`config.mk`:
```
export PLATFORM = sky130hd
export DESIGN_NAME = atomic_alu_sequencer
export DESIGN_NICKNAME = d
export VERILOG_FILES = /design/src/rtl/atomic_alu_sequencer.sv
export SDC_FILE = /design/constraint.sdc
export NUM_CORES = 1
export LEC_CHECK = 0
export ABC_AREA = 1
export CAP_MARGIN = 5
export CELL_PAD_IN_SITES_DETAIL_PLACEMENT = 0
export CELL_PAD_IN_SITES_GLOBAL_PLACEMENT = 1
export CORE_ASPECT_RATIO = 1.5
export CORE_MARGIN = 1
export CORE_UTILIZATION = 35
export CTS_CLUSTER_DIAMETER = 40
export DETAILED_ROUTE_END_ITERATION = 12
export PLACE_DENSITY = 0.7
export SLEW_MARGIN = 25
export SYNTH_ARGS = -nofsm -noshare
export SYNTH_HDL_FRONTEND = slang
export SYNTH_SLANG_ARGS = --single-unit
```
`constraint.sdc`:
```
create_clock -name clk -period 2.15 [get_ports clk]
set_clock_uncertainty 0.1 [all_clocks]
set_input_delay 0.43 -clock clk [delete_from_list [all_inputs] [get_ports clk]]
set_output_delay 0.43 -clock clk [all_outputs]
set_load 0.01 [all_outputs]
```
`src/rtl/atomic_alu_sequencer.sv`:
```
// ---------------------------------------------------------------------------
// atomic_alu_sequencer
//
// Command sequencer and NREGS x DATA_W register file for an external,
// purely combinational ALU. A command is accepted in IDLE, its operands are
// registered onto the ALU inputs, and one cycle later (EXEC) the ALU result
// and flags are written back and `done` pulses. Opcode 7 is an atomic
// compare-and-swap: reg[a1] is compared with reg[a3] through an ALU
// subtract; on equality reg[a1] takes reg[a2]. The success bit always lands
// in the top register, reg[NREGS-1].
//
// Handshake: a command transfers on a rising edge where cmd_valid && cmd_ready.
// cmd_ready is high exactly when the FSM is in IDLE. cmd/cmd_valid are not
// looked at in EXEC and need not be held.
//
// Optional feature (macro ATOMIC_ALU_R0_ZERO_EN): reg[0] reads as zero
// everywhere and writes to it are dropped.
//
// Ports:
//   clk, rst_n                 clock, async active-low reset
//   cmd_valid/cmd_ready/cmd    command handshake, cmd = {op, a1, a2, a3}
//   alu_op/alu_a/alu_b         registered ALU inputs, held outside EXEC
//   alu_y, alu_o/c/z/n         ALU result and flags
//   done                       one-cycle retirement pulse
//   flags                      {O,C,Z,N} captured at last retirement
//   dbg_addr/dbg_data          combinational register file peek
// ---------------------------------------------------------------------------
module atomic_alu_sequencer #(
    parameter int DATA_W = 32,
    parameter int NREGS  = 8,
    localparam int ADDR_W = $clog2(NREGS),
    localparam int CMD_W  = 3 + 3 * ADDR_W
) (
    input  logic              clk,
    input  logic              rst_n,
    input  logic              cmd_valid,
    output logic              cmd_ready,
    input  logic [CMD_W-1:0]  cmd,
    output logic [2:0]        alu_op,
    output logic [DATA_W-1:0] alu_a,
    output logic [DATA_W-1:0] alu_b,
    input  logic [DATA_W-1:0] alu_y,
    input  logic              alu_o,
    input  logic              alu_c,
    input  logic              alu_z,
    input  logic              alu_n,
    output logic              done,
    output logic [3:0]        flags,
    input  logic [ADDR_W-1:0] dbg_addr,
    output logic [DATA_W-1:0] dbg_data
);

    typedef enum logic {S_IDLE = 1'b0, S_EXEC = 1'b1} state_t;

    localparam logic [ADDR_W-1:0] TOP_ADDR = ADDR_W'(NREGS - 1);
    localparam logic [2:0]        OP_CAS   = 3'd7;
    localparam logic [2:0]        OP_SUB   = 3'd1;

    state_t              r_state;
    logic [DATA_W-1:0]   r_regs [NREGS];
    logic                r_is_cas;
    logic [ADDR_W-1:0]   r_wr_addr;   // a3 for ALU ops, a1 (target) for CAS
    logic [ADDR_W-1:0]   r_src_addr;  // a2: CAS new-value source
    logic [2:0]          r_alu_op;
    logic [DATA_W-1:0]   r_alu_a;
    logic [DATA_W-1:0]   r_alu_b;
    logic                r_done;
    logic [3:0]          r_flags;

    logic [2:0]          w_op;
    logic [ADDR_W-1:0]   w_a1;
    logic [ADDR_W-1:0]   w_a2;
    logic [ADDR_W-1:0]   w_a3;
    logic                w_wr_ok;

    assign w_op = cmd[CMD_W-1 -: 3];
    assign w_a1 = cmd[3*ADDR_W-1 -: ADDR_W];
    assign w_a2 = cmd[2*ADDR_W-1 -: ADDR_W];
    assign w_a3 = cmd[ADDR_W-1:0];

    // Register file read port; address 0 may be hardwired to zero.
    function automatic logic [DATA_W-1:0] rf_rd(input logic [ADDR_W-1:0] addr);
`ifdef ATOMIC_ALU_R0_ZERO_EN
        if (addr == '0) begin
            return '0;
        end
`endif
        return r_regs[addr];
    endfunction

    // Data write-enable for the retiring command's destination.
`ifdef ATOMIC_ALU_R0_ZERO_EN
    assign w_wr_ok = (r_wr_addr != '0);
`else
    assign w_wr_ok = 1'b1;
`endif

    always_ff @(posedge clk or negedge rst_n) begin
        if (!rst_n) begin
            r_state    <= S_IDLE;
            r_is_cas   <= 1'b0;
            r_wr_addr  <= '0;
            r_src_addr <= '0;
            r_alu_op   <= '0;
            r_alu_a    <= '0;
            r_alu_b    <= '0;
            r_done     <= 1'b0;
            r_flags    <= '0;
            for (int i = 0; i < NREGS; i++) begin
                r_regs[i] <= '0;
            end
        end else begin
            r_done <= 1'b0;
            case (r_state)
                S_IDLE: begin
                    if (cmd_valid) begin
                        r_state    <= S_EXEC;
                        r_is_cas   <= (w_op == OP_CAS);
                        r_src_addr <= w_a2;
                        r_alu_a    <= rf_rd(w_a1);
                        if (w_op == OP_CAS) begin
                            // Compare target against expected via subtract; Z means equal.
                            r_alu_op  <= OP_SUB;
                            r_alu_b   <= rf_rd(w_a3);
                            r_wr_addr <= w_a1;
                        end else begin
                            r_alu_op  <= w_op;
                            r_alu_b   <= rf_rd(w_a2);
                            r_wr_addr <= w_a3;
                        end
                    end
                end
                S_EXEC: begin
                    r_state <= S_IDLE;
                    r_done  <= 1'b1;
                    r_flags <= {alu_o, alu_c, alu_z, alu_n};
                    if (!r_is_cas) begin
                        if (w_wr_ok) begin
                            r_regs[r_wr_addr] <= alu_y;
                        end
                    end else begin
                        if (alu_z && w_wr_ok) begin
                            r_regs[r_wr_addr] <= rf_rd(r_src_addr);
                        end
                        // Placed after the swap write so that the status bit
                        // wins when the CAS target is the top register.
                        r_regs[TOP_ADDR] <= DATA_W'(alu_z);
                    end
                end
                default: r_state <= S_IDLE;
            endcase
        end
    end

    assign cmd_ready = (r_state == S_IDLE);
    assign alu_op    = r_alu_op;
    assign alu_a     = r_alu_a;
    assign alu_b     = r_alu_b;
    assign done      = r_done;
    assign flags     = r_flags;
    assign dbg_data  = rf_rd(dbg_addr);

endmodule

```
==> flow_metrics.env <==
export IMPL_critPathLaunchType="flop"
export IMPL_diodes=0
export IMPL_area_growth_pct=36.8
export IMPL_core_um2=72700
export IMPL_ys_seq_area_frac=0.327
export IMPL_maxCapViolCount=0
export IMPL_tightestPinTransition_ns=0.682
export IMPL_cp_max_fo=2
export IMPL_slew_headroom=0.545
export IMPL_pwr_density_cell_nw_per_um2=1190
export IMPL_fmax_mhz=432
export IMPL_cp_arrival_ns=1.79
export IMPL_drt_wl_total_um=138000
export IMPL_grt_use_total=0.365
export IMPL_antenna_left=0
export IMPL_fp_dieH_um=334
export IMPL_via_per_inst=5.90
export IMPL_root_buffer="clkbuf_16"
export IMPL_whs_ns=0.234
export IMPL_synth_cell_types=22
export IMPL_syn_inst=4150
export IMPL_cts_tree="built"
export IMPL_grt_pass1_wl_um=202000
export IMPL_clkSinkCount=336
export IMPL_die_area_um2=74500
export IMPL_synth_nets=4204
export IMPL_path_clk_slew_ns=0.06
export IMPL_cp_cell_sequence="inv_1, a21oi_1, o21ai_1, a31oi_2, buf_6"
export IMPL_path_class="reg2out"
export IMPL_syn_area_um2=25700
export IMPL_fin_util=0.484
export IMPL_final_nets=4636
export IMPL_finalSetupViolCount=30
export IMPL_die_x_um=223
export IMPL_ys_seq_elements=336
export IMPL_cts_max_level=3
export IMPL_start_util=0.354
export IMPL_synth_area_per_cell_um2=6.19
export IMPL_io_pins=159
export IMPL_wl_per_cell_um=24.9
export IMPL_numCtsBuffers=67
export IMPL_io_buffer_count=158
export IMPL_slowest_stage="dfrtp_1"
export IMPL_yosys_warnings=0
export IMPL_layout_setup_ws_ns=-0.166
export IMPL_clk_insertion_delay_late_ns=0.63
export IMPL_slew_violations=0
export IMPL_cp_slowest_stage_delay_ns=0.38
export IMPL_rsz0062_at_grt="true"
export IMPL_leakage_nw=16.3
export IMPL_min_path_type="in2async"
export IMPL_fill_cells=7447
export IMPL_preCtsSetupSlack_ns=-0.608
export IMPL_antenna_found_initial=0
export IMPL_hold_viol=0
export IMPL_layout_commonest_cell="nand2_1"
export IMPL_firstDrtPassIters=6
export IMPL_rows=121
export IMPL_first_iter_violations=3334
export IMPL_finalCritPeriodShare=1.08
export IMPL_crit_path_end_kind="primary output"
export IMPL_vias=32787
export IMPL_clock_tree_buffer_depth=3
export IMPL_drive_gt1_frac=0.189
export IMPL_grt_pass1_vias=31576
export IMPL_drc_errors=0
export IMPL_status="finished, violations left"
export IMPL_violations="negative setup slack"
export IMPL_grt_max_degree=93
export IMPL_multi_input_comb_area_um2=15200
export IMPL_dp_hpwl_um=89900
export IMPL_crit_required_ns=1.62
export IMPL_period_minus_slack_ns=2.32
export IMPL_grt_ovfl_total=0
export IMPL_final_seq_area_um2=8420
export IMPL_gp_congestion=0.932
export IMPL_vdd_ir_drop_worst_mv=0.660
export IMPL_final_cell_mix="916 x nand2_1, 776 x nand3_1, 517 x nor2_1"
final timing paths:
| kind | start | endpoint | slack (ns) | cells past startpoint |
|---|---|---|---|---|
| min reg2reg | alu_b[13]$_DFFE_PN0P_ | alu_b[13]$_DFFE_PN0P_ | 0.37 | 2 |
| max | r_regs[222]$_DFFE_PN0P_ | dbg_data[30] | -0.17 | 5 |
| min in group clk | alu_o | flags[3]$_DFFE_PN0P_ | 0.25 | 3 |
| min | rst_n | r_regs[11]$_DFFE_PN0P_ | 0.23 | 2 |
| max in group asynchronous | rst_n | alu_a[13]$_DFFE_PN0P_ | 0.93 | 4 |
| max reg2reg | r_wr_addr[2]$_DFFE_PN0P_ | r_regs[8]$_DFFE_PN0P_ | 0.17 | 4 |
final cells by class:
cell class                 count  share of cell area
clock buffer                  79              0.0510
clock inverter                42              0.0154
inverter                     283              0.0305
multi-input combinational   3193               0.431
tap                          922              0.0328
sequential                   336               0.239
timing repair buffer         701               0.200
what timing repair did:
item,4_1_cts,5_1_grt
pin swaps,31,26
endpoints found under the hold margin,102,0
resized for setup,317,45
hold buffers,1,0
setup endpoints to repair,39,34
setup buffers,30,24
gates cloned,2,0
report_power, final:
part / internal, mW / switching [mW]
Sequential: 8.86 / 1.91
Combinational: 8.59 / 11.3
Clock: 7.14 / 4.10
Total: 24.6 / 17.3
through the flow:
| stage | total power, mW | cells | cell area, um^2 | TNS, ns |
|---|---|---|---|---|
| global placement | 29.2 | 5379 | 32100 | -21.76 |
| floorplan | 20.0 | 4150 | 25700 | 0 |
| CTS | 41.2 | 5532 | 34900 | -3.00 |
| detailed placement | 29.2 | 5379 | 32100 | -24.12 |
| finish | 41.9 | 5556 | 35200 | -2.85 |
| global route | 44.3 | 5556 | 35200 | -5.12 |
worst max-delay path, delay by kind of cell (launching register included):
kind                   cells  cell delay [ns]
flip-flops                 1             0.38
AO/OA/AOI/OAI              3             0.53
buffers and inverters      2             0.25
cell usage after synthesis (all sizes together):
| library cell | number | area (um^2) |
|---|---|---|
| clkinv | 1 | 3.75 |
| a31oi | 32 | 200 |
| a22o | 1 | 8.76 |
| o21ai | 261 | 1310 |
| inv | 282 | 1060 |
| dfrtp | 336 | 8410 |
| nand2 | 919 | 3450 |
| nand3 | 779 | 3910 |
| clkbuf | 149 | 559 |
| o211ai | 176 | 1320 |
| o22ai | 31 | 194 |
| a21oi | 456 | 2280 |
| buf | 189 | 915 |
| nand3b | 1 | 7.51 |
| nor2 | 537 | 2070 |
kinds of logic (layout without fill, tap and decap cells):
| family | count (synthesis) | after routing | synth area share |
|---|---|---|---|
| compound gates | 957 | 957 | 0.207 |
| simple gates | 2236 | 2236 | 0.367 |
| flops | 336 | 336 | 0.327 |
| buf+inv | 621 | 1105 | 0.0988 |
registers in the layout, indices dropped and copies added (netlist names):
name	cells
alu_b	32
flags	4
r_wr_addr	3
r_src_addr	3
r_state	1
alu_a	32
r_is_cas	1
done	1
r_regs	256
alu_op	3
layer usage:
metal  vias up  share of wire  global-route usage
met3       589          0.097              0.0629
met2      1997           0.45               0.590
met5         -        0.00031                   0
li1      14862              -                   -
met1     15337           0.37               0.435
met4         2          0.080               0.268
Power figures use the tool's default switching activity.
